### config.mk
export PLATFORM = sky130hd
export DESIGN_NAME = fetchflare_req_arbiter
export DESIGN_NICKNAME = d
export VERILOG_FILES = /design/src/rtl/fetchflare_req_arbiter.sv
export SDC_FILE = /design/constraint.sdc
export NUM_CORES = 1
export LEC_CHECK = 0
export ABC_AREA = 1
export BUFFER_PORTS_ARGS = -buffer_cell sky130_fd_sc_hd__buf_2
export CORE_AREA = 3 3 177 179
export DETAILED_ROUTE_END_ITERATION = 7
export DIE_AREA = 0 0 180 182
export SLEW_MARGIN = 10
export SYNTH_ARGS = -nofsm -noshare
export SYNTH_HDL_FRONTEND = slang
export SYNTH_SLANG_ARGS = --single-unit
export TNS_END_PERCENT = 5
### constraint.sdc
create_clock -name clk_i -period 3.55 [get_ports clk_i]
set_input_delay 0.5325 -clock clk_i [delete_from_list [all_inputs] [get_ports clk_i]]
set_output_delay 0.5325 -clock clk_i [all_outputs]
set_load 0.01 [all_outputs]
### src/rtl/fetchflare_req_arbiter.sv
// Purpose : round-robin share of one HPDcache request/response port among prefetch engines.
// Latency : engine handshake in cycle t -> hpdcache_req_valid_o in t+1; responses routed combinationally.
// Backpressure: one-entry output register holds while the cache is not ready; engines see ready=0 then.
//
// Ports:
//   clk_i, rst_ni            clock, asynchronous active-low reset
//   engine_req_valid_i/_o    per-engine request valid / grant (ready), engine_req_i per-engine payload
//   engine_rsp_valid_o       per-engine response strobe, engine_rsp_o response payload (broadcast)
//   engine_idle_o            engine has nothing in flight (counter zero, not sitting in output register)
//   hpdcache_req_*           registered request toward the cache (valid/ready)
//   hpdcache_rsp_*           response from the cache, routed by tid

package fetchflare_pkg;
   localparam int unsigned HPDC_TID_W = 6;
   localparam int unsigned HPDC_SID_W = 3;

   typedef struct packed {
      logic [39:0]             addr;
      logic [3:0]              op;
      logic [2:0]              size;
      logic [HPDC_SID_W-1:0]   sid;
      logic [HPDC_TID_W-1:0]   tid;
      logic                    need_rsp;
   } hpdcache_req_t;

   typedef struct packed {
      logic [63:0]             rdata;
      logic [HPDC_SID_W-1:0]   sid;
      logic [HPDC_TID_W-1:0]   tid;
      logic                    error;
   } hpdcache_rsp_t;
endpackage

module fetchflare_req_arbiter
   import fetchflare_pkg::*;
#(
   parameter int unsigned           NUM_ENGINES       = 4,
   parameter int unsigned           OUTSTANDING_WIDTH = 4,
   parameter logic [HPDC_SID_W-1:0] ARB_SID           = '0
) (
   input  logic                    clk_i,
   input  logic                    rst_ni,
   input  logic [NUM_ENGINES-1:0]  engine_req_valid_i,
   output logic [NUM_ENGINES-1:0]  engine_req_ready_o,
   input  hpdcache_req_t           engine_req_i [NUM_ENGINES],
   output logic [NUM_ENGINES-1:0]  engine_rsp_valid_o,
   output hpdcache_rsp_t           engine_rsp_o,
   output logic [NUM_ENGINES-1:0]  engine_idle_o,
   output logic                    hpdcache_req_valid_o,
   input  logic                    hpdcache_req_ready_i,
   output hpdcache_req_t           hpdcache_req_o,
   input  logic                    hpdcache_rsp_valid_i,
   input  hpdcache_rsp_t           hpdcache_rsp_i
);

   localparam int unsigned IDX_W  = $clog2(NUM_ENGINES);
   localparam int unsigned CAND_W = IDX_W + 1;
   localparam logic [OUTSTANDING_WIDTH-1:0] CNT_CAP = '1;

   typedef enum logic {
      EMPTY = 1'b0,
      FULL  = 1'b1
   } out_state_e;

   out_state_e                    out_valid_q, out_valid_d;
   hpdcache_req_t                 out_req_q, out_req_d;
   logic [IDX_W-1:0]              rr_q, rr_d;
   logic [OUTSTANDING_WIDTH-1:0]  cnt_q [NUM_ENGINES];
   logic [OUTSTANDING_WIDTH-1:0]  cnt_d [NUM_ENGINES];

   logic                          can_load;
   logic [NUM_ENGINES-1:0]        eligible;
   logic [NUM_ENGINES-1:0]        rsp_hit;
   logic [NUM_ENGINES-1:0]        grant_vec;
   logic                          grant_vld;
   logic [IDX_W-1:0]              grant_idx;
   logic [CAND_W-1:0]             cand;

   // Capped engines drop out of arbitration until a response frees a slot.
   always_comb begin
      can_load = (out_valid_q == EMPTY) || hpdcache_req_ready_i;
      eligible = '0;
      rsp_hit  = '0;
      for (int i = 0; i < NUM_ENGINES; i++) begin
         eligible[i] = engine_req_valid_i[i] && (cnt_q[i] != CNT_CAP);
         // tid values at or above NUM_ENGINES never match, so they are dropped here.
         rsp_hit[i]  = hpdcache_rsp_valid_i && (hpdcache_rsp_i.tid == HPDC_TID_W'(i));
      end
   end

   // Round-robin search starting at rr_q; the candidate wraps by subtraction so
   // non-power-of-two engine counts work without a modulo operator.
   always_comb begin
      grant_vld = 1'b0;
      grant_idx = '0;
      cand      = '0;
      for (int unsigned off = 0; off < NUM_ENGINES; off++) begin
         cand = {1'b0, rr_q} + CAND_W'(off);
         if (cand >= CAND_W'(NUM_ENGINES)) begin
            cand = cand - CAND_W'(NUM_ENGINES);
         end
         if (can_load && !grant_vld && eligible[cand[IDX_W-1:0]]) begin
            grant_vld = 1'b1;
            grant_idx = cand[IDX_W-1:0];
         end
      end
   end

   always_comb begin
      grant_vec = '0;
      for (int i = 0; i < NUM_ENGINES; i++) begin
         grant_vec[i] = grant_vld && (grant_idx == IDX_W'(i));
      end
   end

   // Output register next state and round-robin pointer.
   always_comb begin
      out_valid_d = out_valid_q;
      out_req_d   = out_req_q;
      rr_d        = rr_q;
      case (out_valid_q)
         EMPTY: if (grant_vld) out_valid_d = FULL;
         FULL:  if (hpdcache_req_ready_i && !grant_vld) out_valid_d = EMPTY;
      endcase
      if (grant_vld) begin
         out_req_d     = engine_req_i[grant_idx];
         out_req_d.tid = HPDC_TID_W'(grant_idx);
         out_req_d.sid = ARB_SID;
         rr_d          = (grant_idx == IDX_W'(NUM_ENGINES - 1)) ? '0 : grant_idx + 1'b1;
      end
   end

   // Decrement only from a non-zero count so stale responses cannot underflow.
   always_comb begin
      for (int i = 0; i < NUM_ENGINES; i++) begin
         cnt_d[i] = cnt_q[i];
         if (grant_vec[i] && !(rsp_hit[i] && (cnt_q[i] != '0))) begin
            cnt_d[i] = cnt_q[i] + 1'b1;
         end else if (!grant_vec[i] && rsp_hit[i] && (cnt_q[i] != '0)) begin
            cnt_d[i] = cnt_q[i] - 1'b1;
         end
      end
   end

   always_ff @(posedge clk_i or negedge rst_ni) begin
      if (!rst_ni) begin
         out_valid_q <= EMPTY;
         out_req_q   <= '0;
         rr_q        <= '0;
         for (int i = 0; i < NUM_ENGINES; i++) begin
            cnt_q[i] <= '0;
         end
      end else begin
         out_valid_q <= out_valid_d;
         out_req_q   <= out_req_d;
         rr_q        <= rr_d;
         for (int i = 0; i < NUM_ENGINES; i++) begin
            cnt_q[i] <= cnt_d[i];
         end
      end
   end

   // An entry still sitting in the output register counts as in flight.
   always_comb begin
      engine_idle_o = '0;
      for (int i = 0; i < NUM_ENGINES; i++) begin
         engine_idle_o[i] = (cnt_q[i] == '0) &&
                            !((out_valid_q == FULL) && (out_req_q.tid == HPDC_TID_W'(i)));
      end
   end

   assign engine_req_ready_o   = grant_vec;
   assign engine_rsp_valid_o   = rsp_hit;
   assign engine_rsp_o         = hpdcache_rsp_i;
   assign hpdcache_req_valid_o = (out_valid_q == FULL);
   assign hpdcache_req_o       = out_req_q;

endmodule

==> metrics.md <==
| Metric | Value |
|---|---|
| Number of distinct library cells after synthesis | `35` |
| Final Hold Vio Count | `0` |
| Multiplexer share of the synthesized area | `0%` |
| Final period utilization | `90.7%` |
| Area growth from synthesis to final layout | `21.9%` |
| Post-DRT Antenna Nets | `0` |
| Total die area | `0.0328 mm2` |
| Top post-synthesis cells by area | `dfrtp_1, nand2_1, nand3_1` |
| Largest family of logic cells by synthesized area | `simple AND/OR/NAND/NOR gates` |
| Total global routing overflow | `0` |
| I/O Buffers | `about 270` |
| Die Y | `182 um` |
| TritonCTS clock tree | `done` |
| Commonest cells in the netlist | `nand2_1, inv_1, nand3_1` |
| Post-synth top area share | `about a quarter` |
| Setup WS post-layout | `0.329 ns` |
| CP Class | `register to register` |
| Post-synth top area cell | `dfrtp_1` |
| Post-synth EDFFs | `0` |
| Post-layout util | `about a quarter` |
| Vias | `6831` |
| Placed inst area | `0.00761 mm2` |
| Worst Hold Slack | `0.336 ns` |
| Post-Syn Area | `0.00648 mm2` |
| CP arrival | `3.45 ns` |
| Worst setup EP type | `register` |
| Slew HR | `37.4%` |
| Ys async rst share | `100%` |
| Status | `finished, final reports clean` |
| Num rows | `63` |
| Non-filler cells, final | `1632` |
| CP required | `around 3.8 ns` |
| RSZ-0062 raised after global routing | `false` |
| Mapped Avg Cell Area | `6.08 um2` |
| Area of the core | `0.0297 mm2` |
| Post_cts resized | `0` |
| Starting Density | `21.8%` |
| Hold/Removal Path Class | `input port to asynchronous set/reset pin` |
| Hold-fix buffers at CTS | `0` |
| Post-synthesis sequential area ratio | `26.7%` |
| Post-synth top flop | `dfrtp_1` |
| Clk slew on worst S/H paths | `roughly 0.06 ns` |
| Root Buffer | `clkbuf_16` |
| Die width | `180 um` |
| Pwr/cell area | `approximately 1100 mW/mm2` |
| Max Buffers Root-to-Sink | `2` |
| First-pass GRT wire length | `around 33000 um` |
| N_diodes | `0` |
| Simple-Gate Fraction of Synth Area | `40.2%` |
| Vias per cell | `4.19` |
| Clk_skew | `roughly 0.0075 ns` |
| Cells after Synth | `1065` |
| Share of layout cells above drive strength 1 | `25.6%` |
| WL final | `~21000 um` |
| Dpl ws | `0.270 ns` |
| Max_cap viols | `0` |
| Total Negative Setup Slacks | `0 ns` |
| Crit path max fanout | `7` |
| # IOs | `454` |
| Number of CTS-inserted buffers | `9` |
| Skew-Pair Late Insertion Delay | `0.34 ns` |
| Post-synthesis xor/xnor area fraction | `roughly 1.3%` |
| Final setup fails | `0` |
| Vias in the first global route | `6559` |
| CTS H-tree lvls | `3` |
| Maximum VDD drop | `0.547 mV` |
| Fmax | `310 MHz` |
| GRT Util Overall | `approximately an eighth` |
| Final instance area | `0.00790 mm2` |
| DR WL/cell | `12.7 um` |
| Worst slew pin tran | `0.940 ns` |
| Placer Congestion | `0.828` |
| Largest net degree at the start of global routing | `81` |
| TritonCTS Sinks | `69` |
| Initial antenna violation count | `1` |
| Post-CTS setup buffers | `0` |
| Top-count cell post-synth | `nand2_1` |
| Total Nets Final | `roughly 1600` |
| Post-synthesis compound-gate area fraction | `2.34%` |
| HPWL after DPL | `~16000 um` |
| Slew Viols, Final | `0` |
| Clock period minus worst slack | `between 3 and 4 ns` |
| Post-Place Cells | `approximately 1600` |
| Synth warnings | `0` |
| DR pass1 iterations | `4` |
| DRC | `0` |
| DR iter-0 viols | `280` |
| Post-Synth Adder-Cell Area | `under 10%` |
| Final Power | `approximately 8.5 mW` |
| Worst Setup Start Kind | `register` |
| Lkg Pwr | `4.98 nW` |
| Post-synthesis register bit count | `69` |
-- critical path: stages (launching register included) --
cell     delay [ns]
dfrtp_1        0.46
nand2_1        0.09
inv_1          0.04
nand2_1        0.08
nand3_1        0.11
nand3_1        0.11
nand2_1        0.16
o21ai_0        0.28
inv_1          0.08
nand2_1        0.11
nand2_4        0.06
nand2_4        0.11
inv_2          0.06
ha_1           0.19
nand3_1        0.24
ha_1           0.33
nand2_1        0.07
nand2_1        0.04
a31oi_1        0.18
inv_1          0.06
nand2_1        0.08
nand2_1        0.06
nand2_1        0.05
nand2_1        0.04
-- layer usage --
metal	track usage, %	share of wire (%)	up-vias
met2	21.9	49	251
met1	14.6	42	3064
met5	0	0.034	-
met4	4.15	2.3	2
met3	3.33	7.2	34
li1	-	-	3480
-- worst paths after layout --
check | depth (start not counted) | slack, ns | to | startpoint
worst max-delay path | 23 | 0.33 | cnt_q[15] | cnt_q[0]
worst min-delay path | 1 | 0.34 | hpdcache_req_o[49] | rst_ni
worst max register to register | 23 | 0.33 | cnt_q[15] | cnt_q[0]
worst min register to register | 2 | 0.47 | hpdcache_req_o[53] | hpdcache_req_o[53]
max in group asynchronous | 1 | 2.57 | rr_q[0] | rst_ni
min in group clk_i | 2 | 0.40 | hpdcache_req_valid_o | hpdcache_req_ready_i
-- logic make-up after synthesis --
group                    count (synthesis)
AO/OA/AOI/OAI                           26
XOR/XNOR                                 9
adder cells (fa/ha/maj)                 16
AND/OR/NAND/NOR                        598
buffers and inverters                  346
flip-flops                              69
other                                    1
-- registers in the layout, indices dropped and copies added (netlist names) --
register,count
hpdcache_req_o,50
cnt_q,16
rr_q,2
hpdcache_req_valid_o,1
-- power breakdown --
group / total, mW / leakage [nW] / switching [mW] / internal [mW]
Combinational: 6.05 / 4.03 / 3.94 / 2.11
Clock: 0.848 / 0.127 / 0.380 / 0.468
Sequential: 1.60 / 0.821 / 0.329 / 1.27
-- layout make-up --
type                    instances  area [um2]
fillers                      3387       21800
multi-input cells             656        3150
flip-flops and latches         69        1730
repair buffers                284        1450
inverters                     217         817
well taps                     390         488
clock buffers                   9         225
clock inverters                 7        42.5
-- cells in the final DEF, fill, tap and decap left out, types with 6 or more instances in the layout --
cell / n
a21oi_1: 10
a31oi_1: 8
buf_2: 273
buf_4: 11
clkbuf_16: 9
conb_1: 7
dfrtp_1: 68
ha_1: 11
inv_1: 213
nand2_1: 346
nand3_1: 203
nor2_1: 8
nor4_1: 6
or2_1: 14
xor2_1: 6
Note: power is estimated with default switching activity, not from simulation.
